$ cat src/rtl/cpu_pkg.sv
`default_nettype none
// ============================================================================
// Module      : cpu_pkg
// Description : Constants shared by the mini-CISC control and datapath:
//               opcodes, ALU operation encodings, sequencer state encoding
//               and the saturating retire-count helper.
// Revision    : 1.0 - initial release
// ============================================================================
package cpu_pkg;

  // Opcodes live in ir[7:4]; 0x8..0xE are undefined.
  localparam logic [3:0] OP_NOP = 4'h0;
  localparam logic [3:0] OP_LDI = 4'h1;
  localparam logic [3:0] OP_ADD = 4'h2;
  localparam logic [3:0] OP_SUB = 4'h3;
  localparam logic [3:0] OP_AND = 4'h4;
  localparam logic [3:0] OP_OR  = 4'h5;
  localparam logic [3:0] OP_JMP = 4'h6;
  localparam logic [3:0] OP_JZ  = 4'h7;
  localparam logic [3:0] OP_HLT = 4'hF;

  // ALU operation select driven to the accumulator datapath.
  localparam logic [2:0] ALU_PASS = 3'd0;
  localparam logic [2:0] ALU_ADD  = 3'd1;
  localparam logic [2:0] ALU_SUB  = 3'd2;
  localparam logic [2:0] ALU_AND  = 3'd3;
  localparam logic [2:0] ALU_OR   = 3'd4;

  // Sequencer state encoding.
  typedef logic [2:0] state_t;
  localparam state_t ST_IDLE    = 3'd0;
  localparam state_t ST_FETCH   = 3'd1;
  localparam state_t ST_DECODE  = 3'd2;
  localparam state_t ST_EXECUTE = 3'd3;
  localparam state_t ST_HALT    = 3'd4;

  // Increment that sticks at the all-ones value instead of wrapping.
  function automatic logic [7:0] sat_inc8(input logic [7:0] cnt);
    return (cnt == 8'hFF) ? cnt : cnt + 8'd1;
  endfunction

endpackage
`default_nettype wire

$ cat src/rtl/instr_decoder.sv
`default_nettype none
// ============================================================================
// Module      : instr_decoder
// Description : Purely combinational opcode decoder. Maps the opcode field
//               of the instruction register onto datapath controls and
//               instruction-class flags. Outputs are not qualified by state;
//               the sequencer gates them with EXECUTE.
// Ports       : opcode_i     - ir[7:4]
//               alu_op_o     - ALU operation select
//               acc_we_o     - accumulator write request
//               is_jmp_o     - unconditional jump
//               is_jz_o      - jump if accumulator zero
//               is_hlt_o     - halt
//               is_illegal_o - undefined opcode (0x8..0xE)
// Revision    : 1.0 - initial release
// ============================================================================
module instr_decoder
  import cpu_pkg::*;
(
  input  logic [3:0] opcode_i,
  output logic [2:0] alu_op_o,
  output logic       acc_we_o,
  output logic       is_jmp_o,
  output logic       is_jz_o,
  output logic       is_hlt_o,
  output logic       is_illegal_o
);

  always_comb begin
    alu_op_o     = ALU_PASS;
    acc_we_o     = 1'b0;
    is_jmp_o     = 1'b0;
    is_jz_o      = 1'b0;
    is_hlt_o     = 1'b0;
    is_illegal_o = 1'b0;
    case (opcode_i)
      OP_NOP: ;
      OP_LDI: acc_we_o = 1'b1;
      OP_ADD: begin alu_op_o = ALU_ADD; acc_we_o = 1'b1; end
      OP_SUB: begin alu_op_o = ALU_SUB; acc_we_o = 1'b1; end
      OP_AND: begin alu_op_o = ALU_AND; acc_we_o = 1'b1; end
      OP_OR:  begin alu_op_o = ALU_OR;  acc_we_o = 1'b1; end
      OP_JMP: is_jmp_o = 1'b1;
      OP_JZ:  is_jz_o  = 1'b1;
      OP_HLT: is_hlt_o = 1'b1;
      default: is_illegal_o = 1'b1;
    endcase
  end

endmodule
`default_nettype wire

$ cat src/rtl/instr_sequencer.sv
`default_nettype none
// ============================================================================
// Module      : instr_sequencer
// Description : Fetch/decode/execute control unit. Presents the PC to a
//               registered-read instruction store, latches the returned byte
//               into IR, and issues one-cycle control strobes in EXECUTE.
//               Owns run/halt control and a saturating retired counter.
// Ports       : clk_i       - clock, rising edge
//               rst_ni      - asynchronous active-low reset
//               run_i       - 1 = execute, 0 = stop at instruction boundary
//               instr_i     - instruction store read data (1-cycle latency)
//               zero_i      - accumulator-zero flag, used by JZ in EXECUTE
//               pc_o        - instruction address
//               ir_o        - latched instruction
//               operand_o   - ir[3:0], immediate / jump target
//               alu_op_o    - ALU operation (0 outside EXECUTE)
//               acc_we_o    - accumulator write strobe
//               busy_o      - in FETCH, DECODE or EXECUTE
//               halted_o    - in HALT
//               illegal_o   - undefined opcode pulse
//               retired_o   - retired instruction count, saturating at 255
// Revision    : 1.0 - initial release
// ============================================================================
module instr_sequencer
  import cpu_pkg::*;
#(
  parameter int unsigned MEM_DEPTH = 16
) (
  input  logic       clk_i,
  input  logic       rst_ni,
  input  logic       run_i,
  input  logic [7:0] instr_i,
  input  logic       zero_i,
  output logic [7:0] pc_o,
  output logic [7:0] ir_o,
  output logic [3:0] operand_o,
  output logic [2:0] alu_op_o,
  output logic       acc_we_o,
  output logic       busy_o,
  output logic       halted_o,
  output logic       illegal_o,
  output logic [7:0] retired_o
);

  // MEM_DEPTH is a power of two, so the wrap is a simple mask.
  localparam logic [7:0] PC_MASK = 8'(MEM_DEPTH - 1);

  state_t     state_q, state_d;
  logic [7:0] pc_q, pc_d;
  logic [7:0] ir_q, ir_d;
  logic [7:0] retired_q, retired_d;

  logic [2:0] dec_alu_op;
  logic       dec_acc_we;
  logic       dec_is_jmp;
  logic       dec_is_jz;
  logic       dec_is_hlt;
  logic       dec_is_illegal;
  logic       in_exec;

  instr_decoder u_decoder (
    .opcode_i     (ir_q[7:4]),
    .alu_op_o     (dec_alu_op),
    .acc_we_o     (dec_acc_we),
    .is_jmp_o     (dec_is_jmp),
    .is_jz_o      (dec_is_jz),
    .is_hlt_o     (dec_is_hlt),
    .is_illegal_o (dec_is_illegal)
  );

  assign in_exec = (state_q == ST_EXECUTE);

  // State register.
  always_ff @(posedge clk_i or negedge rst_ni) begin
    if (!rst_ni) begin
      state_q <= ST_IDLE;
    end else begin
      state_q <= state_d;
    end
  end

  // Next-state logic. HALT has priority over a dropped run so a halting
  // instruction always ends in HALT.
  always_comb begin
    state_d = state_q;
    case (state_q)
      ST_IDLE:    if (run_i) state_d = ST_FETCH;
      ST_FETCH:   state_d = ST_DECODE;
      ST_DECODE:  state_d = ST_EXECUTE;
      ST_EXECUTE: begin
        if (dec_is_hlt)  state_d = ST_HALT;
        else if (!run_i) state_d = ST_IDLE;
        else             state_d = ST_FETCH;
      end
      ST_HALT:    state_d = ST_HALT;
      default:    state_d = ST_IDLE;
    endcase
  end

  // Output logic: decoder controls only reach the datapath in EXECUTE.
  always_comb begin
    alu_op_o  = in_exec ? dec_alu_op : ALU_PASS;
    acc_we_o  = in_exec & dec_acc_we;
    illegal_o = in_exec & dec_is_illegal;
    busy_o    = (state_q != ST_IDLE) && (state_q != ST_HALT);
    halted_o  = (state_q == ST_HALT);
  end

  // PC / IR / retire counter next values.
  always_comb begin
    pc_d      = pc_q;
    ir_d      = ir_q;
    retired_d = retired_q;
    // Store data for the PC presented in FETCH is valid during DECODE.
    if (state_q == ST_DECODE) begin
      ir_d = instr_i;
    end
    if (in_exec) begin
      retired_d = sat_inc8(retired_q);
      // Jump targets are taken as-is (zero-extended), not masked.
      if (dec_is_jmp || (dec_is_jz && zero_i)) begin
        pc_d = {4'h0, ir_q[3:0]};
      end else begin
        pc_d = (pc_q + 8'd1) & PC_MASK;
      end
    end
  end

  always_ff @(posedge clk_i or negedge rst_ni) begin
    if (!rst_ni) begin
      pc_q      <= 8'd0;
      ir_q      <= 8'd0;
      retired_q <= 8'd0;
    end else begin
      pc_q      <= pc_d;
      ir_q      <= ir_d;
      retired_q <= retired_d;
    end
  end

  assign pc_o      = pc_q;
  assign ir_o      = ir_q;
  assign operand_o = ir_q[3:0];
  assign retired_o = retired_q;

endmodule
`default_nettype wire

$ cat config.mk
export PLATFORM = sky130hd
export DESIGN_NAME = instr_sequencer
export DESIGN_NICKNAME = d
export VERILOG_FILES = /design/src/rtl/cpu_pkg.sv /design/src/rtl/instr_decoder.sv /design/src/rtl/instr_sequencer.sv
export SDC_FILE = /design/constraint.sdc
export NUM_CORES = 1
export LEC_CHECK = 0
export ABC_CLOCK_PERIOD_IN_PS = 1400
export CAP_MARGIN = 5
export CORE_ASPECT_RATIO = 1.1
export CORE_UTILIZATION = 40
export DETAILED_ROUTE_END_ITERATION = 8
export GPL_ROUTABILITY_DRIVEN = 0
export PLACE_DENSITY = 0.77
export SLEW_MARGIN = 20
export SYNTH_ARGS = -nofsm -noshare
export SYNTH_HDL_FRONTEND = slang
export SYNTH_SLANG_ARGS = --single-unit
$ cat constraint.sdc
create_clock -name clk_i -period 1.4 [get_ports clk_i]
set_input_delay 0.21 -clock clk_i [delete_from_list [all_inputs] [get_ports clk_i]]
set_output_delay 0.21 -clock clk_i [all_outputs]
set_load 0.005 [all_outputs]
Word-level counts from Yosys, hierarchy flattened
Cells that the tools add are included.

Register bits: 23. Input port bits: 12. Output and inout bits: 35. Word-level logic and storage cells: 45.

$add $sub $neg: 2. Eq/ne operators: 15. Mux-type cells: 12. Bitwise logic cells: 3. Reductions and logical operators: 9.

Operator list (number): equality test 4 x 3 -> 1 bit (second input constant) (4); one-hot mux 3 bit (5 select lines) (1); one-hot mux 3 bit (4 select lines) (1); 2-to-1 mux 3 bit (3); OR reduction 9 bit (1); adder 8 x 1 -> 8 bit (second input constant) (1); equality test 4 x 2 -> 1 bit (second input constant) (2); equality test 8 bit (second input constant) (1); equality test 3 x 2 -> 1 bit (second input constant) (2); 2-to-1 mux 1 bit (6); OR reduction 5 bit (1); adder 4 x 1 -> 4 bit (second input constant) (1); equality test 4 x 1 -> 1 bit (second input constant) (1); equality test 4 bit (second input constant) (1); zero test 4 bit (1); 2-to-1 mux 4 bit (1); equality test 3 x 1 -> 1 bit (second input constant) (1); equality test 3 bit (second input constant) (1); zero test 3 bit (1); inequality test 3 bit (second input constant) (1); nonzero test 3 bit (1); bitwise AND 1 bit (2); logical AND 1 bit (2); inequality test 2 bit (second input constant) (1); other kinds (3) (3).

Longest topological paths before layout
Depth after elaboration: 5. Gate-level depth with buffers: 5. Depth with buffers taken out: 4.

By module
A second synthesis with hierarchy kept.

Cell total of the unflattened synthesis: 129. Area, all modules: 1313.8 um^2.

Modules (own cells, without submodules): instr_sequencer (instances 1, cells each 113, area an instance 1211.2 um^2, sequential area each 575.6 um^2); instr_decoder (instances 1, cells each 16, area an instance 102.6 um^2, sequential area each 0.0 um^2).

Least setup slack after synthesis
OpenSTA, ideal clock, no wires.

Kind: flip-flop to flip-flop. Start: register retired_q[0], in the netlist retired_o[0]. End: register retired_q[1], in the netlist retired_o[1]. Library setup time: 0.125 ns. Arrival: 1.338 ns. Required time: 1.275 ns. Path slack: -0.063 ns. Cell stages (with the launch flop): 5. Path buffers: 0. Clock period less this slack: 1.463 ns. Cell sequence: dfrtp_1 -> ha_1 -> nand4_1 -> o21ai_0 -> mux2_2.

Longest elaborated chain between the ends: 3. Elaborated cells on any way between the ends: 4. Those cells by class: add/sub: 1; eq/ne: 1; bitwise: 1; reduce/logical: 1.

Ends and longest elaborated chain: start: declaration (line instr_sequencer.sv:51) `logic [7:0] retired_q, retired_d;`; start signal: assignment (line instr_sequencer.sv:137) `retired_q <= retired_d;`; branches (longest 3 deep; another with adder 8 x 1 -> 8 bit).

Several ways; the timed one is not identified. A chain may end at the register's enable or synchronous reset.

Worst setup path after layout
Start: register state_q[2]. End: output illegal_o.

Longest elaborated chain between the ends: 2.

Ends and longest elaborated chain: start: declaration (line instr_sequencer.sv:48) `state_t state_q, state_d;`; start signal: assignment (line instr_sequencer.sv:78) `state_q <= state_d;`; equality test 3 x 2 -> 1 bit (line instr_sequencer.sv:71) `assign in_exec = (state_q == ST_EXECUTE);`; bitwise AND 1 bit (line instr_sequencer.sv:104) `illegal_o = in_exec & dec_is_illegal;`; end: declaration (line instr_sequencer.sv:41) `output logic illegal_o,`.

Every way passes these cells.

==> results.sh <==
export IMPL_placed_cell_area_sq_mm=0.00193
export IMPL_ant_nets=0
export IMPL_cts_max_level=1
export IMPL_nFillCells=187
export IMPL_critPathTopFamily="simple AND/OR/NAND/NOR gates"
export IMPL_yosysTopAreaCellShare_pct=42.0
export IMPL_fmax_mhz=598
export IMPL_grt_max_degree=24
export IMPL_path_clk_slew_ns=0.15
export IMPL_yosys_top_cells_area="dfrtp_1 42%, mux2_2 8.2%, buf_4 5.5%"
export IMPL_syn_avg_cell_area_sq_um=10.6
export IMPL_fp_dieW_um=57.8
export IMPL_firstDrtPassIters=6
export IMPL_grt_total_usage_pct=24.6
export IMPL_detail_route_vias_per_cell=5.70
export IMPL_cpPeakStageDelay_ns=0.42
export IMPL_clockPowerShare_pct=6.1
export IMPL_cp_slowest_cell="dfrtp_1"
export IMPL_drive_gt1_share_pct=54.5
export IMPL_areaGrowthSynthToFinish_pct=77.5
export IMPL_cp_required_ns=1.19
export IMPL_synth_top_cell_by_area="dfrtp_1"
export IMPL_crit_type="flop to output pin"
export IMPL_wl_per_cell_um=19.1
export IMPL_worst_slack_ns=-0.271
export IMPL_antennaDiodeCount=0
export IMPL_cts_root_buf="clkbuf_4"
export IMPL_grt_overflow_total=0
export IMPL_period_minus_slack_ns=1.67
export IMPL_final_core_util_pct=77.2
export IMPL_min_period_over_period_pct=119
export IMPL_portBuffers=42
export IMPL_hold_slack_ns=0.213
export IMPL_io_pins=47
export IMPL_tritoncts="yes"
export IMPL_reg2reg_depth=6
export IMPL_rows=21
export IMPL_skew_ns=0.00903
export IMPL_p_switching_w=0.00230
export IMPL_ys_types=46
export IMPL_ys_flop_type="dfrtp_1"
export IMPL_drc=4
export IMPL_dieArea_sq_mm=0.00367
export IMPL_path_cells="buf_4 > and3b_2 > and3_4 > buf_6"
export IMPL_ys_async_sr_fraction_pct=100
export IMPL_violations="DRC, setup timing"
export IMPL_clock_path_buffers=2
export IMPL_die_h_um=63.4
export IMPL_crit_fanout=2
export IMPL_hold_viol=0
export IMPL_power_density_mw_per_mm2=2360
export IMPL_reg2reg_from="state_q[2]"
export IMPL_grt_pass1_wl_um=6920
export IMPL_tns_ns=-2.95
export IMPL_rsz0062_at_grt="true"
export IMPL_crit_arrival_ns=1.46
export IMPL_leakagePower_nw=1.12
export IMPL_hold_path_class="input pin to async pin"
export IMPL_cp_end_kind="output pin"
export IMPL_synth_seq_cells=23
export IMPL_p_seq_share_pct=22.8
export IMPL_synth_edf_count=0
export IMPL_r2r_end="retired_o[7]"
export IMPL_ys_warn_count=0
export IMPL_p_int_w=0.00344
export IMPL_cts_buffers_inserted=3
export IMPL_status="complete, but fails checks"
export IMPL_syn_area_sq_mm=0.00137
export IMPL_totalWireLength_um=4860
export IMPL_max_vdd_ir_drop_mv=1.38
export IMPL_combPwrFrac_pct=71.1
export IMPL_ys_seq_area_share_pct=42.0
export IMPL_cts_num_sinks=23
export IMPL_hold_buffers=0
export IMPL_clkLatencyLatePin_ns=0.35
export IMPL_design_area_sq_mm=0.00243
export IMPL_vias=1447
export IMPL_finalSetupViolations=25
export IMPL_grt_pass1_vias=1434
export IMPL_grt_antenna_before_repair=0
export IMPL_maxCapViolations=0
export IMPL_swShare_pct=40.1
export IMPL_first_iter_violations=61
export IMPL_r2r_slack_ns=-0.19
export IMPL_core_area_sq_mm=0.00315
export IMPL_netlist_instances=129
export IMPL_layout_nets=235
export IMPL_start_kind="flop"
export IMPL_slew_violations=0
export IMPL_dp_hpwl_um=2580
export IMPL_initial_core_util_pct=43.5
export IMPL_critPathBufInv=2
==> metal layers <==
metal / global-route usage (%) / part of all wire (%) / vias to the layer above
met5: 0 / 0 / -
met4: 10.7 / 1.9 / 0
met3: 3.29 / 3.8 / 9
met2: 45.1 / 55 / 61
met1: 27.8 / 39 / 725
li1: - / - / 652
==> cell usage after synthesis (3+ instances only) <==
master   instances
o21ai_0          4
xnor2_1          3
nor3_1           3
inv_1            4
buf_4           10
nor2b_1          3
dfrtp_1         23
nor2_1           4
a21oi_1          5
a31oi_1          3
buf_2            4
mux2_2          10
nand3_1          7
==> cells by family after synthesis <==
group	Yosys count	share of synthesized area [%]
buf+inv	19	8.85
xor+xnor	3	1.92
mux	12	10.0
simple gates	44	22.4
fa+ha+maj	2	1.82
other cells	1	0.273
flops	23	42.0
compound gates	25	12.8
==> placed cells by master (no fill, tap or decap), types with 2 or more instances in the layout <==
cell type and count:
a2111oi_4 2, a21oi_1 3, a21oi_2 2, a31oi_1 2
and3_1 2, and3b_2 2, and4b_2 2, buf_2 5
buf_4 36, buf_6 23, clkbuf_2 2, clkbuf_4 3
clkdlybuf4s50_1 11, conb_1 4, dfrtp_1 15, dfrtp_2 8
dlygate4sd2_1 19, inv_1 3, mux2_2 2, mux2_4 9
nand2_1 2, nand2b_1 2, nand3_1 7, nand3b_1 2
nand4_1 2, nor2_1 3, nor2b_1 2, nor3_2 3
o211ai_1 2, o21ai_1 3, xnor2_1 2
==> power by group through the flow <==
stage	combinational (W)	clock (W)	sequential [W]
6_report	0.00409	0.000350	0.00131
5_1_grt	0.00432	0.000383	0.00133
4_1_cts	0.00315	0.000334	0.00125
3_5_place_dp	0.00264	0	0.00131
3_3_place_gp	0.00253	0	0.00129
2_1_floorplan	0.00137	0	0.00124
==> state kept, by name, summed over array words and instances (netlist names) <==
| name | count |
|---|---|
| retired_o | 8 |
| pc_o | 4 |
| ir_o | 8 |
| state_q | 3 |
==> area by class of cell <==
class | instances | area, sq um | share of cell area [%]
Timing Repair Buffer | 99 | 886 | 36.4
Multi-Input combinational cell | 90 | 877 | 36.0
Sequential cell | 23 | 586 | 24.1
Tap cell | 34 | 42.5 | 1.75
Clock buffer | 3 | 22.5 | 0.925
Inverter | 4 | 15.0 | 0.617
Clock inverter | 1 | 5.00 | 0.206
==> how the worst max path moves through the flow <==
stage / start / to / slack (ns) / cells after the start
2_1_floorplan: state_q[2] / retired_o[7] / 0.02 / 3
3_3_place_gp: state_q[2] / acc_we_o / -0.22 / 3
3_5_place_dp: state_q[2] / acc_we_o / -0.30 / 3
4_1_cts: ir_o[5] / acc_we_o / -0.19 / 3
5_1_grt: ir_o[5] / alu_op_o[2] / -0.30 / 4
6_report: state_q[2] / illegal_o / -0.27 / 4
==> per-stage QoR <==
stage | total power (W) | setup slack, ns | cells
after floorplan | 0.00261 | 0.0219 | 132
after global placement | 0.00381 | -0.225 | 216
after detailed placement | 0.00395 | -0.303 | 216
after CTS | 0.00473 | -0.192 | 242
after global routing | 0.00604 | -0.304 | 254
final | 0.00575 | -0.271 | 254
==> what timing repair did <==
| action | CTS | global route |
|---|---|---|
| gates resized for setup | 89 | 47 |
| setup endpoints to repair | 45 | 30 |
| pin swaps | 6 | 13 |
| setup buffers | 22 | 12 |
(Power assumes the default switching activity.)
